$ cat config.mk
export PLATFORM = sky130hd
export DESIGN_NAME = jtdd_rom_arb
export DESIGN_NICKNAME = d
export VERILOG_FILES = /design/src/rtl/jtdd_rom_arb.sv
export SDC_FILE = /design/constraint.sdc
export NUM_CORES = 1
export LEC_CHECK = 0
export CELL_PAD_IN_SITES_DETAIL_PLACEMENT = 1
export CELL_PAD_IN_SITES_GLOBAL_PLACEMENT = 2
export CORE_MARGIN = 3
export CORE_UTILIZATION = 30
export CTS_BUF_LIST = sky130_fd_sc_hd__clkbuf_8
export DETAILED_ROUTE_END_ITERATION = 6
export GPL_TIMING_DRIVEN = 0
export PLACE_DENSITY = 0.77
export SYNTH_ARGS = -nofsm -noshare
export SYNTH_HDL_FRONTEND = slang
export SYNTH_SLANG_ARGS = --single-unit
$ cat constraint.sdc
create_clock -name clk -period 3.8 [get_ports clk]
set_input_delay 0.76 -clock clk [delete_from_list [all_inputs] [get_ports clk]]
set_output_delay 0.76 -clock clk [all_outputs]
set_load 0.01 [all_outputs]
$ cat src/rtl/jtdd_rom_arb.sv
// jtdd_rom_arb: shares one SDRAM ROM read port between the main CPU (0),
// the sound CPU (1) and the MCU (2). Each requester owns a one-entry cache
// (address + byte), so repeated reads of the same byte return with no latency.
// Misses are served one at a time with a round-robin pointer.
module jtdd_rom_arb #(
    parameter int unsigned AW0  = 18,
    parameter int unsigned AW1  = 15,
    parameter int unsigned AW2  = 14,
    parameter logic [21:0] OFF1 = 22'h04_0000,
    parameter logic [21:0] OFF2 = 22'h05_0000
) (
    input  logic           clk,
    input  logic           rst,
    input  logic           downloading,
    input  logic           cpu0_cs,
    input  logic [AW0-1:0] cpu0_addr,
    output logic [7:0]     cpu0_data,
    output logic           cpu0_ok,
    input  logic           cpu1_cs,
    input  logic [AW1-1:0] cpu1_addr,
    output logic [7:0]     cpu1_data,
    output logic           cpu1_ok,
    input  logic           cpu2_cs,
    input  logic [AW2-1:0] cpu2_addr,
    output logic [7:0]     cpu2_data,
    output logic           cpu2_ok,
    output logic           sdram_req,
    output logic [21:0]    sdram_addr,
    input  logic [7:0]     sdram_data,
    input  logic           sdram_ok
);

    typedef enum logic [0:0] {StIdle, StWait} state_t;

    state_t         state_q, state_d;
    logic [1:0]     gnt_q, gnt_d;
    logic [1:0]     ptr_q, ptr_d;
    logic           req_q, req_d;
    logic [21:0]    addr_q, addr_d;
    logic [AW0-1:0] caddr0_q, caddr0_d;
    logic [AW1-1:0] caddr1_q, caddr1_d;
    logic [AW2-1:0] caddr2_q, caddr2_d;
    logic [7:0]     cdata0_q, cdata0_d;
    logic [7:0]     cdata1_q, cdata1_d;
    logic [7:0]     cdata2_q, cdata2_d;
    logic [2:0]     cvalid_q, cvalid_d;

    logic [2:0]     hit;
    logic [2:0]     miss;
    logic [21:0]    full0, full1, full2;
    logic [1:0]     sel;
    logic           sel_valid;
    logic [1:0]     cand;

    // Hits are combinational so a cached byte is returned in the same cycle
    assign hit[0] = cpu0_cs & cvalid_q[0] & (cpu0_addr == caddr0_q);
    assign hit[1] = cpu1_cs & cvalid_q[1] & (cpu1_addr == caddr1_q);
    assign hit[2] = cpu2_cs & cvalid_q[2] & (cpu2_addr == caddr2_q);
    assign miss   = {cpu2_cs, cpu1_cs, cpu0_cs} & ~hit;

    assign cpu0_ok    = hit[0];
    assign cpu1_ok    = hit[1];
    assign cpu2_ok    = hit[2];
    assign cpu0_data  = cdata0_q;
    assign cpu1_data  = cdata1_q;
    assign cpu2_data  = cdata2_q;
    assign sdram_req  = req_q;
    assign sdram_addr = addr_q;

    // SDRAM byte addresses; the 22-bit sums wrap rather than saturate
    assign full0 = 22'(cpu0_addr);
    assign full1 = 22'(cpu1_addr) + OFF1;
    assign full2 = 22'(cpu2_addr) + OFF2;

    // Round-robin pick: first missing requester at ptr, ptr+1, ptr+2 (mod 3)
    always_comb begin
        sel       = 2'd0;
        sel_valid = 1'b0;
        cand      = ptr_q;
        for (int i = 0; i < 3; i++) begin
            if (!sel_valid && miss[cand]) begin
                sel       = cand;
                sel_valid = 1'b1;
            end
            cand = (cand == 2'd2) ? 2'd0 : cand + 2'd1;
        end
    end

    // Next-state logic: grant on a miss in idle, fill the cache on sdram_ok
    always_comb begin
        state_d  = state_q;
        gnt_d    = gnt_q;
        ptr_d    = ptr_q;
        req_d    = req_q;
        addr_d   = addr_q;
        caddr0_d = caddr0_q;
        caddr1_d = caddr1_q;
        caddr2_d = caddr2_q;
        cdata0_d = cdata0_q;
        cdata1_d = cdata1_q;
        cdata2_d = cdata2_q;
        cvalid_d = cvalid_q;
        unique case (state_q)
            StIdle: begin
                if (!downloading && sel_valid) begin
                    gnt_d   = sel;
                    req_d   = 1'b1;
                    state_d = StWait;
                    case (sel)
                        2'd0: begin
                            caddr0_d    = cpu0_addr;
                            addr_d      = full0;
                            cvalid_d[0] = 1'b0;
                        end
                        2'd1: begin
                            caddr1_d    = cpu1_addr;
                            addr_d      = full1;
                            cvalid_d[1] = 1'b0;
                        end
                        default: begin
                            caddr2_d    = cpu2_addr;
                            addr_d      = full2;
                            cvalid_d[2] = 1'b0;
                        end
                    endcase
                end
            end
            StWait: begin
                if (sdram_ok) begin
                    req_d   = 1'b0;
                    state_d = StIdle;
                    ptr_d   = (gnt_q == 2'd2) ? 2'd0 : gnt_q + 2'd1;
                    case (gnt_q)
                        2'd0: begin
                            cdata0_d    = sdram_data;
                            cvalid_d[0] = 1'b1;
                        end
                        2'd1: begin
                            cdata1_d    = sdram_data;
                            cvalid_d[1] = 1'b1;
                        end
                        default: begin
                            cdata2_d    = sdram_data;
                            cvalid_d[2] = 1'b1;
                        end
                    endcase
                end
            end
            default: state_d = StIdle;
        endcase
        // A download rewrites the ROM, so no cached byte may survive it
        if (downloading) cvalid_d = 3'b000;
    end

    // State and cache registers
    always_ff @(posedge clk or posedge rst) begin
        if (rst) begin
            state_q  <= StIdle;
            gnt_q    <= 2'd0;
            ptr_q    <= 2'd0;
            req_q    <= 1'b0;
            addr_q   <= 22'd0;
            caddr0_q <= '0;
            caddr1_q <= '0;
            caddr2_q <= '0;
            cdata0_q <= 8'd0;
            cdata1_q <= 8'd0;
            cdata2_q <= 8'd0;
            cvalid_q <= 3'b000;
        end else begin
            state_q  <= state_d;
            gnt_q    <= gnt_d;
            ptr_q    <= ptr_d;
            req_q    <= req_d;
            addr_q   <= addr_d;
            caddr0_q <= caddr0_d;
            caddr1_q <= caddr1_d;
            caddr2_q <= caddr2_d;
            cdata0_q <= cdata0_d;
            cdata1_q <= cdata1_d;
            cdata2_q <= cdata2_d;
            cvalid_q <= cvalid_d;
        end
    end

endmodule

==> out/summary.txt <==
Main flop type after synthesis - dfrtp_1
CTS sink cnt - 99
Slowest CP cell - o31ai_1
Simple-gate share of the synthesized area - 0.0773
Worst EP required - 4090 ps
Most frequent cells in the layout - clkdlybuf4s50_1 (106), dfrtp_1 (99), mux2_2 (44)
Die Y-Extent - 131 microns
First-pass iteration count of the detailed router - 4
Actual slew at the worst max-slew pin - 923 ps
Pre-CTS setup slack - -381 ps
Core area - 0.0149 sq mm
DRT Wirelength - 13.9 mm
Drt drc - 0
Mean Syn Cell Area - 11.9 sq um
Fin. max-slew vios - 0
# Max-Cap Violations - 0
Arr. time, crit path - 3920 ps
Antenna Nets Post-Route - 0
EDFF count, synth - 0
Skew-Pair Late Insertion Delay - 390 ps
Fin crit share - 0.954
Critical-path cell list - clkdlybuf4s50_1, xor2_1, or4_4, nor4_4, a21boi_2, o31ai_1, clkbuf_1, a32oi_1, o211ai_1
Hold_buf cts - 0
Critical path peak fanout - 10
Synth-to-layout area growth - 33.9%
DPL Wire Length - 10.6 mm
Hold Crit Class - reg2reg
Total GRT Usage - 0.168
Largest net degree at the start of global routing - 59
Cell Area, Synth - 0.00466 sq mm
Post-Synth Adder-Cell Area - 0
Vias per cell - 4.92
Core Util, Final - 0.420
RePlAce Congestion - 0.788
Power density cells - 692 mW/mm^2
Crit-path max cell delay - 670 ps
FP Rows - 44
Clk buf depth - 2
Ys Warns - 0
Ys async rst share - 1.00
Netlist cell types - 42
CTS tree - built
Number of I/O port buffers - 108
CTS root buf - clkbuf_8
XOR/XNOR Fraction of Synth Area - 0.0883
Max Fclk - 0.276 GHz
CTS Buf Count - 9
Die Wd - 131 microns
Kind of critical path - in2reg
Number of placed I/O pins - 112
Commonest non-fill, non-tap cell in the layout - clkdlybuf4s50_1
Outcome - finished clean
Hold Path Stages - 2
Fin. Hold Viols - 0
Final setup fails - 0
First-pass GRT wire length - 21.6 mm
Initial antenna violation count - 0
Remaining global-route overflow - 0
Largest family of logic cells by synthesized area - multiplexers
Mux cell area share after synthesis - 0.151
Leak - 0.00274 uW
Flops & latches, synth - 99
Startpoint types - input port
Layout Nets - 576
Routed len/inst - 19.7 microns
Htree depth - 3
Seq/Total Area, Yosys - 0.532
CP Capture Type - flop
Clk slew on worst S/H paths - 100 ps
DR vias - 3,459
Compound-Gate Fraction of Synth Area - 0.103
Path depth of the worst reg2reg path - 8
Synth Instances - 390
Layout Skew - 9.26 ps
Starting Density - 0.313
Fin crit period - 3630 ps
Antenna Cells - 0
Max_slew headroom - 0.381
Final WS setup - 175 ps
Worst ir drop on vdd - 0.000260 V
Number of global-route vias before repair - 3,842
Starting DRC count in detailed routing - 102
Die ar. - 0.0171 sq mm
Share of cells above drive strength 1 - 0.181
==> sequential cells by signal (all words and copies together), names as in the netlist, 2 cells and up <==
name,flops
cvalid_q,3
caddr0_q,18
ptr_q,2
cpu0_data,8
gnt_q,2
caddr2_q,14
cpu2_data,8
cpu1_data,8
sdram_addr,19
caddr1_q,15
==> final timing paths <==
kind                                                from                        end  slack (ps)
worst max register to register  caddr0_q[15]$_DFFE_PP0P_  sdram_addr[4]$_DFFE_PP0P_         620
min in group asynchronous                            rst   cpu2_data[2]$_DFFE_PP0P_         770
worst min register to register     sdram_req$_DFFE_PP0P_      sdram_req$_DFFE_PP0P_         490
max in group asynchronous                            rst   caddr0_q[11]$_DFFE_PP0P_        2340
worst max-delay path                       cpu0_addr[15]  sdram_addr[4]$_DFFE_PP0P_         170
worst min-delay path               sdram_req$_DFFE_PP0P_      sdram_req$_DFFE_PP0P_         490
==> metrics by stage <==
stage / TNS (ps) / total power (uW) / hold WS [ps] / instance area (sq um) / std cells
global route: -11.0 / 4610 / 533 / 6240 / 703
detailed placement: -13720 / 3660 / 476 / 6010 / 685
CTS: 0 / 4380 / 501 / 6210 / 701
global placement: -124740 / 3570 / 468 / 5980 / 684
floorplan: 0 / 2810 / 492 / 4670 / 392
finish: 0 / 4320 / 490 / 6240 / 703
==> synth_stat cells (all sizes together) (2+ instances only) <==
cell / n / area share
a211oi: 3 / 0.0048
a21o: 2 / 0.0032
a21oi: 5 / 0.0054
a22o: 3 / 0.0056
a32oi: 15 / 0.028
and2: 3 / 0.0040
buf: 9 / 0.014
clkbuf: 8 / 0.0064
dfrtp: 99 / 0.53
inv: 34 / 0.027
mux2: 58 / 0.15
nand2: 26 / 0.021
nand2b: 2 / 0.0027
nand4: 5 / 0.0067
nor2: 4 / 0.0032
nor2b: 2 / 0.0027
nor3: 6 / 0.0064
nor4: 12 / 0.019
o211ai: 14 / 0.023
o21ai: 17 / 0.018
xnor2: 12 / 0.023
xor2: 35 / 0.066
==> power breakdown <==
| part | switching, uW | internal (uW) |
|---|---|---|
| registers | 342 | 1540 |
| logic | 721 | 1000 |
| clock network | 399 | 309 |
==> final cells by class <==
type / count / area (sq um)
clock buffer: 9 / 124
timing repair buffer: 111 / 1130
multi-input combinational: 242 / 1980
inverter: 34 / 130
clock inverter: 7 / 76.3
tap: 184 / 230
sequential: 99 / 2480
fill: 1620 / 8630
buffer: 17 / 95.1
==> cells by family after synthesis <==
kind of cell           count (synthesis)
flip-flops                            99
XOR/XNOR                              47
AND/OR/NAND/NOR                       67
buffers and inverters                 51
AO/OA/AOI/OAI                         67
multiplexers                          58
other                                  1
==> repair_timing <==
| item | in CTS | in global routing |
|---|---|---|
| setup endpoints to repair | 1 | 27 |
| resized for setup | 0 | 3 |
| cloned | 0 | 0 |
| pin swaps | 1 | 1 |
| buffers inserted | 0 | 2 |
==> per-layer routing <==
metal  track usage  part of all wire  up-vias  routed length, microns
met4        0.0484             0.019        0                     257
met1         0.215              0.44     1744                    6160
met3        0.0386             0.044       19                     605
met2         0.284              0.49       77                    6840
met5             0                 0        -                       0
li1              -                 -     1619                       -
==> critical path: cells and delay by family <==
| kind | cells | cell delay [ps] |
|---|---|---|
| AO/OA/AOI/OAI | 4 | 1070 |
| XOR/XNOR | 1 | 180 |
| AND/OR/NAND/NOR | 2 | 910 |
| buffers and inverters | 2 | 1000 |
No activity file was read; power rests on OpenSTA's default activity.
==> variant 1 (same flow settings) <==
Register the outputs `cpu0_ok`, `cpu1_ok` and `cpu2_ok`, cleared by the reset; this adds one clock of latency there. The other outputs are not delayed to match.
--- a/src/rtl/jtdd_rom_arb.sv
+++ b/src/rtl/jtdd_rom_arb.sv
@@ -58,9 +58,17 @@
     assign hit[2] = cpu2_cs & cvalid_q[2] & (cpu2_addr == caddr2_q);
     assign miss   = {cpu2_cs, cpu1_cs, cpu0_cs} & ~hit;
 
-    assign cpu0_ok    = hit[0];
-    assign cpu1_ok    = hit[1];
-    assign cpu2_ok    = hit[2];
+    always_ff @(posedge clk or posedge rst) begin
+        if (rst) begin
+            cpu0_ok <= '0;
+            cpu1_ok <= '0;
+            cpu2_ok <= '0;
+        end else begin
+            cpu0_ok <= hit[0];
+            cpu1_ok <= hit[1];
+            cpu2_ok <= hit[2];
+        end
+    end
     assign cpu0_data  = cdata0_q;
     assign cpu1_data  = cdata1_q;
     assign cpu2_data  = cdata2_q;
Function: changed (Yosys sat finds a counterexample within 4 cycles, from zero or initial values and one cycle with rst high).
==> variant 1 against the original RTL <==
  * Cell area grew 1.9%
  * Via count fell by 1.0%
  * Largest cell class unchanged
  * Fmax up 0.58%
  * Sequential power about the same
  * Power grew 0.51%
  * First-iteration DRC count is 130% higher
  * Sequential cell count is 3 higher
  * Critical endpoint is now caddr0_q[9]$_DFFE_PP0P_
  * Wire length down 0.27%
  * Area after synthesis is 2.5% higher
  * Worst setup slack gained 0.021 ns
==> variant 1: results (changes against the original RTL) <==
gp weighted congestion - 0.823 (+4.4%)
arrival time worst endpoint - 3.88 ns (-0.04 ns)
placed instance area - 6160 um^2 (+2.5%)
Rel. slew slack - 37.6% (-0.50 points)
status - finished clean
hold crit path type - register to register
area occupied by multi-input gates - 2120 um^2 (+7.1%)
Post-Place Worst Slack - -0.291 ns (+0.0895 ns)
M1 GR Usage - 20.6% (-0.87 points)
worst reg2reg path startpoint - caddr1_q[11]$_DFFE_PP0P_
CP Launch Point - cpu1_addr[4]
M2 GR Usage - 27.1% (-1.3 points)
r2r setup slk - 0.66 ns (+0.04 ns)
Non-clk bufs - 125 (-2.3%)
clock-cell share of area - 2.97% (-0.24 points)
buffering overhead - 19.2% (-0.45 points)
Max rail drop VDD - 298 uV (+15%)
Slowest-stage cell, CP - clkdlybuf4s50_1
commonest cells in the netlist - dfrtp_1 (102), mux2_2 (56), xor2_1 (35)
CP peak stage delay - 0.50 ns (-0.17 ns)
WL final - 13800 um (-0.27%)
synthesis-stage register bit count - 102 (+3.0%)
DIE AREA - 17500 um^2 (+2.4%)
hold_ws - 0.492 ns (+0.00195 ns)
library cells used by synthesis - 44 (+4.8%)
layout cell share with drive strength beyond 1 - 20.9% (+2.8 points)
Filler cells - 1640 (+1.2%)
LEAKAGE - 2.60 nW (-5.0%)
count of input and output buffers - 108 (unchanged)
Placed Instances - 687 (+0.29%)
grt met3 use - 4.31% (+0.45 points)
initial detailed-routing violation count - 235 (+130%)
Inverters - 4 (-88%)
Syn-to-layout area delta - 33.1%
worst r2r dst - caddr0_q[9]$_DFFE_PP0P_
sequential area share after synthesis - 53.4% (+0.26 points)
vias in the first global route - 3827 (-0.39%)
largest net degree at the start of global routing - 55 (-6.8%)
first-pass GRT wire length - 22000 um (+2.0%)
drt via density - 4.87 (-1.0%)
Setup Skew - 0.0123 ns (+0.00308 ns)
final cell count without fillers - 703 (unchanged)
Top delay family on crit path - simple AND/OR/NAND/NOR gates
hpwl dp - 10500 um (-1.7%)
comb_multi_in - 245 (+1.2%)
NumNets Final - 549 (-4.7%)
FF+latch area - 2550 um^2 (+3.0%)
gr usage total - 16.3% (-0.49 points)
Synth area leaders - dfrtp_1 (53%), mux2_2 (13%), xor2_1 (6.4%)
diodes inserted - 0 (unchanged)
Post-Syn Instances - 365 (-6.4%)
Worst R2R Path Depth - 9 (+1)
## variant 1: changes by cell type in the layout (fill, tap and decap cells not counted), moves of 14 or more
cell | unedited run | this run
a221oi_1 | 0 | 14
a32oi_1 | 15 | 0
nor2_1 | 4 | 20
o21ai_0 | 17 | 3
inv_1 | 33 | 3
o2bb2ai_1 | 0 | 14
## variant 1: per-layer routing
layer  wire, um  share of wire [%]  vias up
met5          0                  0        -
met4        303                2.2        0
met3        614                4.4       18
met2       6710                 49       88
met1       6200                 45     1738
li1           -                  -     1579
## variant 1: kinds of logic after synthesis
group / count (synthesis) / share of synthesized area, %
AO/OA/AOI/OAI: 48 / 8.46
XOR/XNOR: 47 / 8.62
buffers and inverters: 20 / 2.62
flip-flops: 102 / 53.4
multiplexers: 71 / 17.5
other: 1 / 0.0785
AND/OR/NAND/NOR: 76 / 9.27
## variant 1: power breakdown
group	switching, mW	total [mW]	internal [mW]
logic	0.753	1.76	1.01
registers	0.324	1.89	1.57
clock network	0.434	0.688	0.255
total	1.51	4.34	2.83
## variant 1: worst max-delay path by stage
stage	end	slack, ns	depth (start not counted)
2_1_floorplan	caddr0_q[0]$_DFFE_PP0P_	0.36	1
3_3_place_gp	caddr0_q[15]$_DFFE_PP0P_	-1.28	2
3_5_place_dp	caddr0_q[3]$_DFFE_PP0P_	-0.29	10
4_1_cts	caddr0_q[9]$_DFFE_PP0P_	0.14	9
5_1_grt	caddr1_q[7]$_DFFE_PP0P_	0.004	9
6_report	caddr0_q[9]$_DFFE_PP0P_	0.20	10
## variant 1: tightest hold or removal path, stage by stage, from the launching register on
cell and delay, ns:
dfrtp_1 0.36, nand2_1 0.05, nand2_1 0.05
## variant 1: repair_timing
action | 4_1_cts | 5_1_grt
resized for setup | 0 | 1
hold buffers | 0 | 0
endpoints found under the setup margin | 0 | 12
==> variant 2 (config.mk and constraints unchanged) <==
Without the edit above. `AW1`: 15 -> 16.
--- a/src/rtl/jtdd_rom_arb.sv
+++ b/src/rtl/jtdd_rom_arb.sv
@@ -4,7 +4,7 @@
 // Misses are served one at a time with a round-robin pointer.
 module jtdd_rom_arb #(
     parameter int unsigned AW0  = 18,
-    parameter int unsigned AW1  = 15,
+    parameter int unsigned AW1  = 16,
     parameter int unsigned AW2  = 14,
     parameter logic [21:0] OFF1 = 22'h04_0000,
     parameter logic [21:0] OFF2 = 22'h05_0000
Ports: changed (resized cpu1_addr); port bits go from 112 to 113. No check against the original RTL was run, so the function may have changed too.
==> variant 2 against the original RTL <==
  * Register-to-register slack better by 0.18 ns
  * Highest routed layer unchanged
  * Non-clock buffer count is 3 higher
  * Critical path type is now primary input to output port
  * Area after synthesis is 3.7% higher
  * Worst setup slack better by 0.037 ns
  * Largest cell class unchanged
  * Via count is 6.2% higher
  * Cell area is 2.9% higher
  * Sequential cell count is 1 higher
  * Power is 1.3% higher
  * Sequential share of layout area is 0.75 points lower
  * Wire length is 5.7% higher
==> variant 2: results (changes against the original RTL) <==
status - finished clean
wire per inst - 19.5 um (-1.3%)
largest net degree at the start of global routing - 70 (+19%)
CP peak stage delay - 0.61 ns (-0.06 ns)
layout cell share with drive strength beyond 1 - 13.8% (-4.3 points)
initial detailed-routing violation count - 187 (+83%)
Rel. slew slack - 55.2% (+17 points)
Period minus WS final - 3.59 ns (-0.0366 ns)
CP Capture Point - cpu2_ok
Placed Instances - 738 (+7.7%)
final cell count without fillers - 753 (+7.1%)
hpwl dp - 11400 um (+6.9%)
Compound-Gate Fraction of Synth Area - 8.78% (-1.5 points)
Via Count - 3674 (+6.2%)
r2r setup slk - 0.80 ns (+0.18 ns)
library cells used by synthesis - 49 (+17%)
worst reg2reg path startpoint - caddr2_q[3]$_DFFE_PP0P_
commonest cells in the netlist - dfrtp_1 (100), xor2_1 (41), mux2_2 (35)
Setup Skew - 0.0146 ns (+0.00530 ns)
Synth area leaders - dfrtp_1 (52%), mux2_2 (8.2%), xor2_1 (7.4%)
CP Launch Point - cpu2_addr[1]
vias in the first global route - 3970 (+3.3%)
post-synthesis mux area share - 12.1% (-3.0 points)
LEAKAGE - 2.85 nW (+4.2%)
Combinational Power Share - 41.7% (+1.8 points)
gp weighted congestion - 0.805 (+2.2%)
NumNets Final - 601 (+4.3%)
met3 wire len - 1110 um (+84%)
synthesis-stage register bit count - 100 (+1.0%)
Slowest-stage cell, CP - clkdlybuf4s50_1
xor/xnor share of the synthesized area - 8.70% (-0.13 points)
gr usage total - 17.0% (+0.24 points)
-- variant 2: worst min-delay path by stage --
stage                       startpoint  slack, ns                       to  cells past startpoint
5_1_grt          sdram_req$_DFFE_PP0P_       0.53    sdram_req$_DFFE_PP0P_                      2
2_1_floorplan  caddr1_q[0]$_DFFE_PP0P_       0.47  caddr1_q[0]$_DFFE_PP0P_                      1
3_3_place_gp     sdram_req$_DFFE_PP0P_       0.47    sdram_req$_DFFE_PP0P_                      2
3_5_place_dp     sdram_req$_DFFE_PP0P_       0.47    sdram_req$_DFFE_PP0P_                      2
6_report         sdram_req$_DFFE_PP0P_       0.50    sdram_req$_DFFE_PP0P_                      2
4_1_cts          sdram_req$_DFFE_PP0P_       0.50    sdram_req$_DFFE_PP0P_                      2
-- variant 2: area by class of cell --
cell class	instances	area (um^2)
inverters	26	100
clock inverters	6	57.6
clock buffers	9	124
repair buffers	111	1130
flip-flops and latches	100	2500
multi-input cells	270	2130
well taps	211	264
plain buffers	20	118
fillers	1658	9060
-- variant 2: cell families after synthesis --
logic type / after synthesis
simple gates: 111
flops: 100
compound gates: 56
mux: 52
xor+xnor: 48
buf+inv: 46
other cells: 1
-- variant 2: worst register-to-register path: stages (launching register included) --
cell,delay (ns)
dfrtp_1,0.40
xor2_1,0.19
or4_1,0.52
or4_4,0.58
nand4b_2,0.15
nand4b_4,0.17
buf_2,0.25
nor3_1,0.49
a211o_1,0.18
-- variant 2: through the flow --
stage	cell area (um^2)	hold slack [ns]
finish	6420	0.497
global route	6420	0.528
CTS	6420	0.505
detailed placement	6240	0.474
global placement	6190	0.468
floorplan	4840	0.470
-- variant 2: routing by layer --
layer  global-route usage (%)  vias to the layer above
met5                        0                        -
li1                         -                     1706
met4                     2.77                        0
met1                     22.3                     1848
met3                     5.97                        7
met2                     27.6                      113
